## src/rtl/mem_arbiter.sv

```systemverilog
// mem_arbiter: sequences a single-ported RAM between the instruction fetch
// path and the data path. One RAM access is in flight at a time. Data has
// priority over fetch, limited by a streak counter so a pending fetch is
// never starved. Stalled accesses are aborted by a timeout (sticky err),
// and a halt request parks the memory system once it is idle.
module mem_arbiter #(
  parameter int WORD_W      = 32,
  parameter int MAX_DSTREAK = 4,
  parameter int TIMEOUT     = 255
) (
  input  logic              CLK,
  input  logic              nRST,
  input  logic              iREN,
  input  logic [WORD_W-1:0] iaddr,
  input  logic              dREN,
  input  logic              dWEN,
  input  logic [WORD_W-1:0] daddr,
  input  logic [WORD_W-1:0] dstore,
  input  logic              halt,
  input  logic              ram_ready,
  input  logic [WORD_W-1:0] ramload,
  output logic              iwait,
  output logic              dwait,
  output logic [WORD_W-1:0] iload,
  output logic [WORD_W-1:0] dload,
  output logic              ramREN,
  output logic              ramWEN,
  output logic [WORD_W-1:0] ramaddr,
  output logic [WORD_W-1:0] ramstore,
  output logic              err,
  output logic              halted
);

  localparam int TW = $clog2(TIMEOUT + 1);
  localparam int SW = $clog2(MAX_DSTREAK + 1);

  // The abort decision is taken on the last stalled cycle, so the timer
  // register reaches TIMEOUT on the same edge that drops the strobes.
  localparam logic [TW-1:0] timer_last_c = TW'(TIMEOUT - 1);
  localparam logic [TW-1:0] timer_one_c  = TW'(1);
  localparam logic [SW-1:0] streak_max_c = SW'(MAX_DSTREAK);
  localparam logic [SW-1:0] streak_one_c = SW'(1);

  typedef enum logic [1:0] {
    IDLE   = 2'd0,
    DACC   = 2'd1,
    IACC   = 2'd2,
    HALTED = 2'd3
  } state_t;

  state_t              state_r;
  logic [TW-1:0]       timer_r;
  logic [SW-1:0]       streak_r;
  logic                ramren_r;
  logic                ramwen_r;
  logic [WORD_W-1:0]   ramaddr_r;
  logic [WORD_W-1:0]   ramstore_r;
  logic                err_r;
  logic                halted_r;

  logic                dreq_s;
  logic                dgrant_s;
  logic                ddone_s;
  logic                idone_s;

  // Request decode, data-grant eligibility and same-cycle completion detect.
  always_comb begin
    dreq_s   = dREN | dWEN;
    dgrant_s = dreq_s & ~(iREN & (streak_r == streak_max_c));
    ddone_s  = (state_r == DACC) & ram_ready;
    idone_s  = (state_r == IACC) & ram_ready;
  end

  assign iwait    = iREN & ~idone_s;
  assign dwait    = dreq_s & ~ddone_s;
  assign iload    = ramload;
  assign dload    = ramload;
  assign ramREN   = ramren_r;
  assign ramWEN   = ramwen_r;
  assign ramaddr  = ramaddr_r;
  assign ramstore = ramstore_r;
  assign err      = err_r;
  assign halted   = halted_r;

  // Arbitration, access sequencing, streak tracking, timeout and halt parking.
  always_ff @(posedge CLK or negedge nRST) begin
    if (!nRST) begin
      state_r    <= IDLE;
      timer_r    <= {TW{1'b0}};
      streak_r   <= {SW{1'b0}};
      ramren_r   <= 1'b0;
      ramwen_r   <= 1'b0;
      ramaddr_r  <= {WORD_W{1'b0}};
      ramstore_r <= {WORD_W{1'b0}};
      err_r      <= 1'b0;
      halted_r   <= 1'b0;
    end else begin
      case (state_r)
        IDLE: begin
          if (dgrant_s) begin
            // A combined read+write request is carried out as a write.
            state_r    <= DACC;
            ramaddr_r  <= daddr;
            ramstore_r <= dstore;
            ramwen_r   <= dWEN;
            ramren_r   <= dREN & ~dWEN;
            timer_r    <= {TW{1'b0}};
          end else if (iREN) begin
            state_r   <= IACC;
            ramaddr_r <= iaddr;
            ramren_r  <= 1'b1;
            ramwen_r  <= 1'b0;
            timer_r   <= {TW{1'b0}};
          end else if (halt) begin
            state_r  <= HALTED;
            halted_r <= 1'b1;
            ramren_r <= 1'b0;
            ramwen_r <= 1'b0;
          end else begin
            state_r <= IDLE;
          end
        end
        DACC, IACC: begin
          if (ram_ready) begin
            state_r  <= IDLE;
            ramren_r <= 1'b0;
            ramwen_r <= 1'b0;
            if ((state_r == DACC) && iREN) begin
              if (streak_r != streak_max_c) begin
                streak_r <= streak_r + streak_one_c;
              end else begin
                streak_r <= streak_r;
              end
            end else begin
              streak_r <= {SW{1'b0}};
            end
          end else if (timer_r == timer_last_c) begin
            // Abort: the requester's wait stays high so it retries.
            state_r  <= IDLE;
            ramren_r <= 1'b0;
            ramwen_r <= 1'b0;
            err_r    <= 1'b1;
            timer_r  <= timer_r + timer_one_c;
          end else begin
            timer_r <= timer_r + timer_one_c;
          end
        end
        HALTED: begin
          state_r  <= HALTED;
          halted_r <= 1'b1;
          ramren_r <= 1'b0;
          ramwen_r <= 1'b0;
        end
        default: begin
          state_r  <= IDLE;
          ramren_r <= 1'b0;
          ramwen_r <= 1'b0;
        end
      endcase
    end
  end

endmodule

```

## config.mk

```make
export PLATFORM = sky130hd
export DESIGN_NAME = mem_arbiter
export DESIGN_NICKNAME = d
export VERILOG_FILES = /design/src/rtl/mem_arbiter.sv
export SDC_FILE = /design/constraint.sdc
export NUM_CORES = 1
export LEC_CHECK = 0
export CAP_MARGIN = 10
export CORE_AREA = 2 2 103 105
export CTS_CLUSTER_SIZE = 25
export DETAILED_ROUTE_END_ITERATION = 10
export DIE_AREA = 0 0 105 107
export DONT_BUFFER_PORTS = 1
export PLACE_DENSITY = 0.55
export SYNTH_ARGS = -nofsm -noshare
export SYNTH_HDL_FRONTEND = slang
export SYNTH_SLANG_ARGS = --single-unit
```

## constraint.sdc

```tcl
create_clock -name CLK -period 2.3 [get_ports CLK]
set_input_delay 0.46 -clock CLK [delete_from_list [all_inputs] [get_ports CLK]]
set_output_delay 0.46 -clock CLK [all_outputs]
set_load 0.005 [all_outputs]
```

==> impl_metrics.yaml <==
status:
  violations: "negative hold slack"
  outcome: "finished, violations left"
synthesis:
  synth_cells: 380
  avgSynthCellArea_um2: 10.9
  ys_ff_latch: 81
  synth_top_family_by_area: "multiplexers"
  synth_fa_ha_area_frac: 0.0241
  synthDistinctLibCells: 39
  ys.warnings.count: 0
  synth_simple_gate_area_frac: 0.0817
  synth_area_um2: 4150
  synth_compound_area_frac: 0.0866
  synth_nets: 523
  ys_seq_area_frac: 0.489
  synth.mux.area_fraction: 0.170
  synth_xor_area_frac: 0.00211
critical_path:
  worstPathArrival_ns: 2.45
  cp_cell_sequence: "inv_1, ha_1, and2_0, or4b_4, or3_1, a21oi_1"
  crit_family: "simple AND/OR/NAND/NOR gates"
  critPathBufInv: 1
  startpoint_type: "flip-flop"
  critPathRequiredTime_ns: 2.56
  crit_path_top_delay_cell: "or4b_4"
  end_kind: "flip-flop"
  crit_type: "flip-flop to flip-flop"
  crit_fanout: 5
  crit_path_max_incr_delay_ns: 0.56
  rrSetupSlack_ns: 0.12
timing:
  setup_violations: 0
  max_slew_margin: 0.641
  clock.fmax_mhz: 458
  setup-tns-final_ns: 0
  whs_ns: -0.195
  period_needed_ns: 2.18
  maxSlewViolCount: 0
  finalCritPeriodShare: 0.949
  worst_pin_slew_ns: 0.533
  hold_viol_final: 81
  clock_skew_ns: 0.00877
  rsz0062_at_grt: "no"
cts:
  clkLatencyLatePin_ns: 0.34
  cts_inserted_buffers: 9
  clock-root-buffer: "clkbuf_8"
  clock_sinks: 81
  cts_tree: "yes"
  htree_levels: 3
  clkSlewWorstSetupHoldPaths_ns: 0.08
  cts.path.max_buffers: 2
routing:
  firstDrtPassIters: 4
  routed_wl_um: 8030
  routedWlPerCell_um: 17.5
  vias_per_cell: 5.15
  drc_errors: 0
  drtAntennaViolNets: 0
  drt_iter0_markers: 66
  vias: 2358
finish:
  area_delta_synth_final_pct: -0.995
  multi_input_area_um2: 1540
  fillers: 1022
  antenna_cells: 0
  fin_util: 0.407
  nNetsFinal: 461
  regArea_um2: 2030
  layout-drive-gt1-share: 0.196
placed_design:
  port_buffers: 0
  place.gp.congestion: 0.784
  hpwl_um: 5890
grt:
  antenna_found_initial: 0
  grt_pass1_vias: 2410
  grt_use_total: 0.142
  grt_overflow: 0
  grt_start_max_net_pins: 82
  grt_first_pass_wirelength_um: 12400
power_and_ir_drop:
  peakVddDrop_mv: 0.480
  leakage_nw: 1.78
  p_per_area_nw_per_um2: 1320
floorplanning:
  chipWidth_um: 105
  die_y_um: 107
  start_util: 0.411
  io_pins: 269
  rows: 37
  dieArea_um2: 11200
  core-area_um2: 10100
run:
  drv_cap: 0
hold_path:
  min_path_type: "input port to async pin"
-- worst paths after layout --
kind	from	cells past startpoint	endpoint
worst max register to register	state_r[0]	6	timer_r[6]
max in group asynchronous	nRST	0	ramaddr[3]
min in group CLK	ram_ready	1	timer_r[1]
worst min-delay path	nRST	0	ramstore[5]
worst max-delay path	state_r[0]	6	timer_r[6]
worst min register to register	ramaddr[17]	2	ramaddr[17]
-- sequential cells by signal, indices dropped and copies added (netlist names), 2 cells and up --
register	cells
timer_r	8
state_r	2
streak_r	3
ramaddr	32
ramstore	32
-- synth_stat cells, drive strengths merged --
cell type | number | share of area
dfrtp | 81 | 0.49
buf | 71 | 0.13
o21ai | 43 | 0.052
nand2 | 39 | 0.035
mux2 | 34 | 0.092
mux2i | 32 | 0.077
a21oi | 12 | 0.014
inv | 11 | 0.010
clkbuf | 8 | 0.0097
ha | 8 | 0.024
nor2 | 7 | 0.0063
nand3 | 4 | 0.0048
or3 | 4 | 0.0060
a31oi | 2 | 0.0030
nand4 | 2 | 0.0030
o21a | 2 | 0.0036
o31ai | 2 | 0.0036
or4 | 2 | 0.0045
a211o | 1 | 0.0021
a21o | 1 | 0.0018
a31o | 1 | 0.0021
and2 | 1 | 0.0015
and2b | 1 | 0.0021
and3 | 1 | 0.0015
nand2b | 1 | 0.0015
nand3b | 1 | 0.0018
nor2b | 1 | 0.0015
nor3 | 1 | 0.0012
nor4b | 1 | 0.0057
o211ai | 1 | 0.0018
o41ai | 1 | 0.0021
or2 | 1 | 0.0015
or4b | 1 | 0.0033
xnor2 | 1 | 0.0021
-- report_power, final --
part	switching, mW	internal [mW]	leakage, nW
registers	0.523	2.07	0.992
logic	0.762	0.772	0.658
clock network	0.512	0.779	0.126
-- cells by family (layout without fill, tap and decap cells) --
group	count (synthesis)	count (layout)
compound gates	66	66
mux	66	66
buf+inv	90	32
xor+xnor	1	1
flops	81	81
fa+ha+maj	8	8
simple gates	68	68
-- routing by layer --
metal,track usage,part of all wire,up-vias
li1,-,-,1105
met1,0.156,0.37,1105
met2,0.229,0.50,116
met3,0.0590,0.10,32
met4,0.0857,0.030,0
met5,0,0,-
-- final cells by class --
type,instances,area share
clock buffer,11,0.0369
clock inverter,4,0.0241
inverter,11,0.0101
multi-input combinational,209,0.374
sequential,81,0.494
tap,136,0.0414
timing repair buffer,6,0.0201
-- per-stage QoR --
| stage | cell area (um^2) | std cells | worst slack [ns] | power [mW] | hold WS [ns] |
|---|---|---|---|---|---|
| after global placement | 3850 | 442 | 0.193 | 4.12 | 0.166 |
| after CTS | 4100 | 457 | 0.0969 | 5.49 | -0.224 |
| after detailed placement | 3850 | 442 | 0.124 | 4.19 | 0.166 |
| after floorplan | 4150 | 380 | 0.186 | 3.82 | 0.164 |
| final | 4110 | 458 | 0.117 | 5.42 | -0.195 |
| after global routing | 4110 | 458 | 0.0115 | 5.85 | -0.233 |
-- layout by cell type, fill, tap and decap left out, drive strengths merged, types with 2 or more instances in the layout --
cell    instances
or3             4
nand3           4
nor2            7
nand4           2
nand2          39
ha              8
a21oi          12
o21ai          43
o21a            2
buf             6
mux2i          32
o31ai           2
bufinv          3
inv            12
dfrtp          81
mux2           34
clkbuf         11
or4             2
a31oi           2
-- repair_timing --
| action | CTS | global route |
|---|---|---|
| gates resized for setup | 0 | 0 |
| endpoints found under the setup margin | 0 | 1 |
| hold endpoints to repair | 81 | 81 |
| buffers inserted | 0 | 1 |
No activity file was read; power rests on OpenSTA's default activity.
